**src/rtl/instruction_prefetch_memory.sv**
```systemverilog
// Instruction memory with an integrated prefetch FIFO. The block owns the fetch PC,
// streams sequential words into the queue and supports redirects, faults and loads.
module instruction_prefetch_memory #(
    parameter int unsigned         DATA_WIDTH = 32,
    parameter int unsigned         ADDR_WIDTH = 32,
    parameter int unsigned         DEPTH      = 64,
    parameter int unsigned         FIFO_DEPTH = 4,
    parameter logic [ADDR_WIDTH-1:0] RESET_PC = '0
) (
    input  logic                  clk,
    input  logic                  rst_n,
    input  logic                  redirect_valid_i,
    input  logic [ADDR_WIDTH-1:0] redirect_addr_i,
    output logic                  instr_valid_o,
    input  logic                  instr_ready_i,
    output logic [DATA_WIDTH-1:0] instr_data_o,
    output logic [ADDR_WIDTH-1:0] instr_addr_o,
    output logic                  instr_fault_o,
    output logic                  halted_o,
    input  logic                  load_en_i,
    input  logic [ADDR_WIDTH-1:0] load_addr_i,
    input  logic [DATA_WIDTH-1:0] load_data_i
);

    localparam int unsigned MAW = (DEPTH > 1) ? $clog2(DEPTH) : 1;
    localparam int unsigned PW  = $clog2(FIFO_DEPTH);
    localparam int unsigned IW  = ADDR_WIDTH - 2;
    localparam logic [IW-1:0] DEPTH_IDX = IW'(DEPTH);
    localparam logic [PW:0]   FIFO_FULL = (PW+1)'(FIFO_DEPTH);

    logic [DATA_WIDTH-1:0] mem_q [DEPTH];

    logic [DATA_WIDTH-1:0] fifo_data_q  [FIFO_DEPTH];
    logic [ADDR_WIDTH-1:0] fifo_addr_q  [FIFO_DEPTH];
    logic                  fifo_fault_q [FIFO_DEPTH];

    logic [ADDR_WIDTH-1:0] pc_q, pc_d;
    logic                  halted_q, halted_d;
    logic [PW-1:0]         wr_ptr_q, wr_ptr_d;
    logic [PW-1:0]         rd_ptr_q, rd_ptr_d;
    logic [PW:0]           count_q, count_d;

    logic                  pc_fault;
    logic [DATA_WIDTH-1:0] fetch_word;
    logic                  head_present;
    logic                  pop;
    logic                  issue;
    logic                  load_in_range;

    assign pc_fault   = (pc_q[1:0] != 2'b00) || (pc_q[ADDR_WIDTH-1:2] >= DEPTH_IDX);
    // The read sees the pre-edge array, so a same-cycle load of this word returns old data.
    assign fetch_word = pc_fault ? '0 : mem_q[pc_q[MAW+1:2]];

    assign head_present  = (count_q != '0);
    assign instr_valid_o = head_present && !redirect_valid_i;
    assign pop           = instr_valid_o && instr_ready_i;
    assign issue         = !halted_q && !redirect_valid_i && ((count_q != FIFO_FULL) || pop);

    assign instr_data_o  = head_present ? fifo_data_q[rd_ptr_q]  : '0;
    assign instr_addr_o  = head_present ? fifo_addr_q[rd_ptr_q]  : '0;
    assign instr_fault_o = head_present ? fifo_fault_q[rd_ptr_q] : 1'b0;
    assign halted_o      = halted_q;

    assign load_in_range = (load_addr_i[ADDR_WIDTH-1:2] < DEPTH_IDX);

    // Memory and queue payload carry no reset; the array must survive rst_n.
    always_ff @(posedge clk) begin
        if (load_en_i && load_in_range) begin
            mem_q[load_addr_i[MAW+1:2]] <= load_data_i;
        end
    end

    always_ff @(posedge clk) begin
        if (issue) begin
            fifo_data_q[wr_ptr_q]  <= fetch_word;
            fifo_addr_q[wr_ptr_q]  <= pc_q;
            fifo_fault_q[wr_ptr_q] <= pc_fault;
        end
    end

    always_comb begin
        pc_d     = pc_q;
        halted_d = halted_q;
        wr_ptr_d = wr_ptr_q;
        rd_ptr_d = rd_ptr_q;
        count_d  = count_q;
        if (redirect_valid_i) begin
            pc_d     = redirect_addr_i;
            halted_d = 1'b0;
            wr_ptr_d = '0;
            rd_ptr_d = '0;
            count_d  = '0;
        end else begin
            if (issue) begin
                wr_ptr_d = wr_ptr_q + PW'(1);
                pc_d     = pc_q + ADDR_WIDTH'(4);
                if (pc_fault) begin
                    halted_d = 1'b1;
                end
            end
            if (pop) begin
                rd_ptr_d = rd_ptr_q + PW'(1);
            end
            case ({issue, pop})
                2'b10:   count_d = count_q + (PW+1)'(1);
                2'b01:   count_d = count_q - (PW+1)'(1);
                default: count_d = count_q;
            endcase
        end
    end

    always_ff @(posedge clk or negedge rst_n) begin
        if (!rst_n) begin
            pc_q     <= RESET_PC;
            halted_q <= 1'b0;
            wr_ptr_q <= '0;
            rd_ptr_q <= '0;
            count_q  <= '0;
        end else begin
            pc_q     <= pc_d;
            halted_q <= halted_d;
            wr_ptr_q <= wr_ptr_d;
            rd_ptr_q <= rd_ptr_d;
            count_q  <= count_d;
        end
    end

endmodule

```
**config.mk**
```make
export PLATFORM = sky130hd
export DESIGN_NAME = instruction_prefetch_memory
export DESIGN_NICKNAME = d
export VERILOG_FILES = /design/src/rtl/instruction_prefetch_memory.sv
export SDC_FILE = /design/constraint.sdc
export NUM_CORES = 2
export LEC_CHECK = 0
export ABC_AREA = 1
export BUFFER_PORTS_ARGS = -buffer_cell sky130_fd_sc_hd__clkbuf_2
export CORE_UTILIZATION = 40
export DETAILED_ROUTE_END_ITERATION = 10
export GPL_TIMING_DRIVEN = 0
export PLACE_DENSITY = 0.57
export SLEW_MARGIN = 20
export SYNTH_ARGS = -nofsm -noshare
export SYNTH_HDL_FRONTEND = slang
export SYNTH_SLANG_ARGS = --single-unit
```
**constraint.sdc**
```tcl
create_clock -name clk -period 10 [get_ports clk]
set_clock_uncertainty 0.1 [all_clocks]
set_input_delay 1 -clock clk [delete_from_list [all_inputs] [get_ports clk]]
set_output_delay 1 -clock clk [all_outputs]
set_load 0.01 [all_outputs]
```
==> out/qor.yml <==
arrival_ns: 5.61
slew_viol_final: 0
postCtsHoldBufs: 0
grt_overflow: 0
timing.critical_path.to: "fifo_data_q[0][18]"
worst_pin_slew_ns: 1.24
crit_path_max_incr_delay_ns: 0.97
drtPass1Iterations: 8
ys_top_cells_by_area: "edfxtp_1, nand2_1, nand3_1, nor2_1, buf_2"
synth_top_area_cell: "edfxtp_1"
hold-worst-slack_ns: 0.0647
synth-main-ff-cell: "edfxtp_1"
p_per_area_nw_per_um2: 228
layout_commonest_cell: "nand2_1"
insertion_delay_ns: 0.92
cap_violations: 0
path_max_fanout: 10
antenna_found_initial: 39
finalWorstSetupSlack_ns: 4.77
timing.critical_path.mode_cell: "nor2_1"
worstRegToRegCells: 10
power_mw: 25.6
gp_congestion: 1.01
crit_chain: "inv_2, buf_2, buf_1, nand3_1, nand3_1, nand2_1, a21oi_1, nor2_1, nor2_1, nor2_1"
post_cts_buffers: 0
r2r_start: "pc_q[3]"
synth.distinct_cells: 32
die_w_um: 490
setup_violations: 0
placed_cell_area_um2: 104000
final.setup.tns_ns: 0
endpoint_kind: "flip-flop"
rsz0062_at_grt: "no"
critPathLaunchType: "flip-flop"
status: "finished clean"
core_area_um2: 236000
die_h_um: 490
fin_area_um2: 112000
path_buf_inv: 3
clk_pin_slew_ns: 0.07
mostFrequentLayoutCells: "nand2_1, edfxtp_1, nand3_1"
cts-buffers-inserted: 241
routed_wl_um: 371000
crit_type: "flip-flop to flip-flop"
synth-async-reset-ratio_pct: 1.70
dieArea_um2: 240000
path_delay_family: "simple AND/OR/NAND/NOR gates"
initial_core_util_pct: 40.3
fmaxAchievable_mhz: 191
seq_area_frac_synth_pct: 73.9
io_buffers: 164
grt_max_degree: 53
cts.sinks: 2348
clockBufferDepth: 3
cts_tree: "yes"
grt_usage_pct: 30.7
startpoint: "pc_q[3]"
rrSetupSlack_ns: 4.77
drive_gt1_share_pct: 12.0
postSynthAreaPerCell_um2: 11.8
path_depth: 10
place_worst_setup_slack_ns: 4.80
postRouteAntennaNets: 0
dp_hpwl_um: 268000
drtIter0Drc: 10100
grt_pass1_wl_um: 505000
cts.htree.levels: 4
clockRootBuffer: "clkbuf_16"
critical_path_required_ns: 10.38
r2r-end: "fifo_data_q[0][18]"
vias_per_cell: 5.71
drc: 0
dr_total_vias: 68700
ir_worst_vdd_uv: 166
power_leakage_nw: 40.3
critical_path.slowest_cell: "nor2_1"
hold_viol: 0
netlist.area_leader.share_pct: 72.9
wire_per_inst_um: 30.9
syn_nets: 8178
period_share_pct: 52.3
area_delta_synth_final_pct: 18.0
cts-resized-gates: 0
min_period_ns: 5.23
mappedNetlistArea_um2: 95100
grt_pass1_vias: 62900
finish.net_count: 8758
worst_hold_path_type: "primary input to asynchronous set/reset pin"
relSlewSlack_pct: 17.2
synth_edf_count: 2308
synth_cells: 8070
io_pins: 168
num_rows: 178
ys_warn_count: 0
synth-seq-cells: 2348
## stage by stage
| stage | cells | utilization (%) |
|---|---|---|
| 5_1_grt | 12000 | 47.6 |
| 3_3_place_gp | 11400 | 42.3 |
| 4_1_cts | 12000 | 47.6 |
| 6_report | 12000 | 47.6 |
| 2_1_floorplan | 8070 | - |
| 3_5_place_dp | 11600 | 44.3 |
## cell families (layout without fill, tap and decap cells)
kind of cell	count (synthesis)	after routing	synth area share, %
XOR/XNOR	21	21	0.193
flip-flops	2348	2348	73.9
AO/OA/AOI/OAI	368	368	1.99
AND/OR/NAND/NOR	4762	4762	20.9
other	0	19	0
buffers and inverters	564	1352	2.88
adder cells (fa/ha/maj)	7	7	0.100
## sequential cells by signal, indices dropped and copies added, names as in the netlist
| signal | cells |
|---|---|
| count_q | 3 |
| wr_ptr_q | 2 |
| pc_q | 32 |
| rd_ptr_q | 2 |
| fifo_fault_q | 4 |
| mem_q | 2048 |
| fifo_addr_q | 128 |
| fifo_data_q | 128 |
| halted_o | 1 |
## cells in the mapped netlist, types with 20 or more instances
cell and instances:
a21oi_1 203, buf_1 77, buf_2 206, buf_4 76, clkbuf_1 118, dfrtp_1 40, edfxtp_1 2308, inv_1 63
nand2_1 2719, nand3_1 1541, nor2_1 465, o21ai_0 145, xor2_1 20
## layer usage
metal | vias to the layer above | wire, um | share of wire, % | GRT usage (%)
met5 | - | 378 | 0.10 | 0
met4 | 22 | 19100 | 5.1 | 14.0
met3 | 768 | 46000 | 12 | 8.47
met2 | 4332 | 162000 | 44 | 45.9
met1 | 34100 | 144000 | 39 | 41.4
li1 | 29500 | - | - | -
## power breakdown
| part | switching [mW] | total [mW] | internal, mW |
|---|---|---|---|
| Combinational | 4.37 | 5.69 | 1.33 |
| Sequential | 0.0806 | 11.0 | 10.9 |
| Clock | 3.92 | 8.90 | 4.98 |
| Total | 8.37 | 25.6 | 17.2 |
## cell type report
cell class	count	area, um2
fill	21000	124000
inverter	76	288
multi-input combinational	5158	22600
clock inverter	158	1420
antenna	19	47.5
clock buffer	293	6290
sequential	2348	70300
tap	3150	3940
timing repair buffer	337	4900
buffer	488	2460
## how the worst min path moves through the flow
stage	from	endpoint	slack, ns	cells past startpoint
final	rst_n	pc_q[11]	0.06	1
after floorplan	pc_q[6]	fifo_addr_q[0][6]	0.37	0
after detailed placement	pc_q[6]	fifo_addr_q[2][6]	0.39	0
after global routing	rst_n	pc_q[11]	0.09	1
after CTS	rst_n	pc_q[9]	0.04	1
after global placement	pc_q[6]	fifo_addr_q[3][6]	0.39	0
No activity file was read; power rests on OpenSTA's default activity.
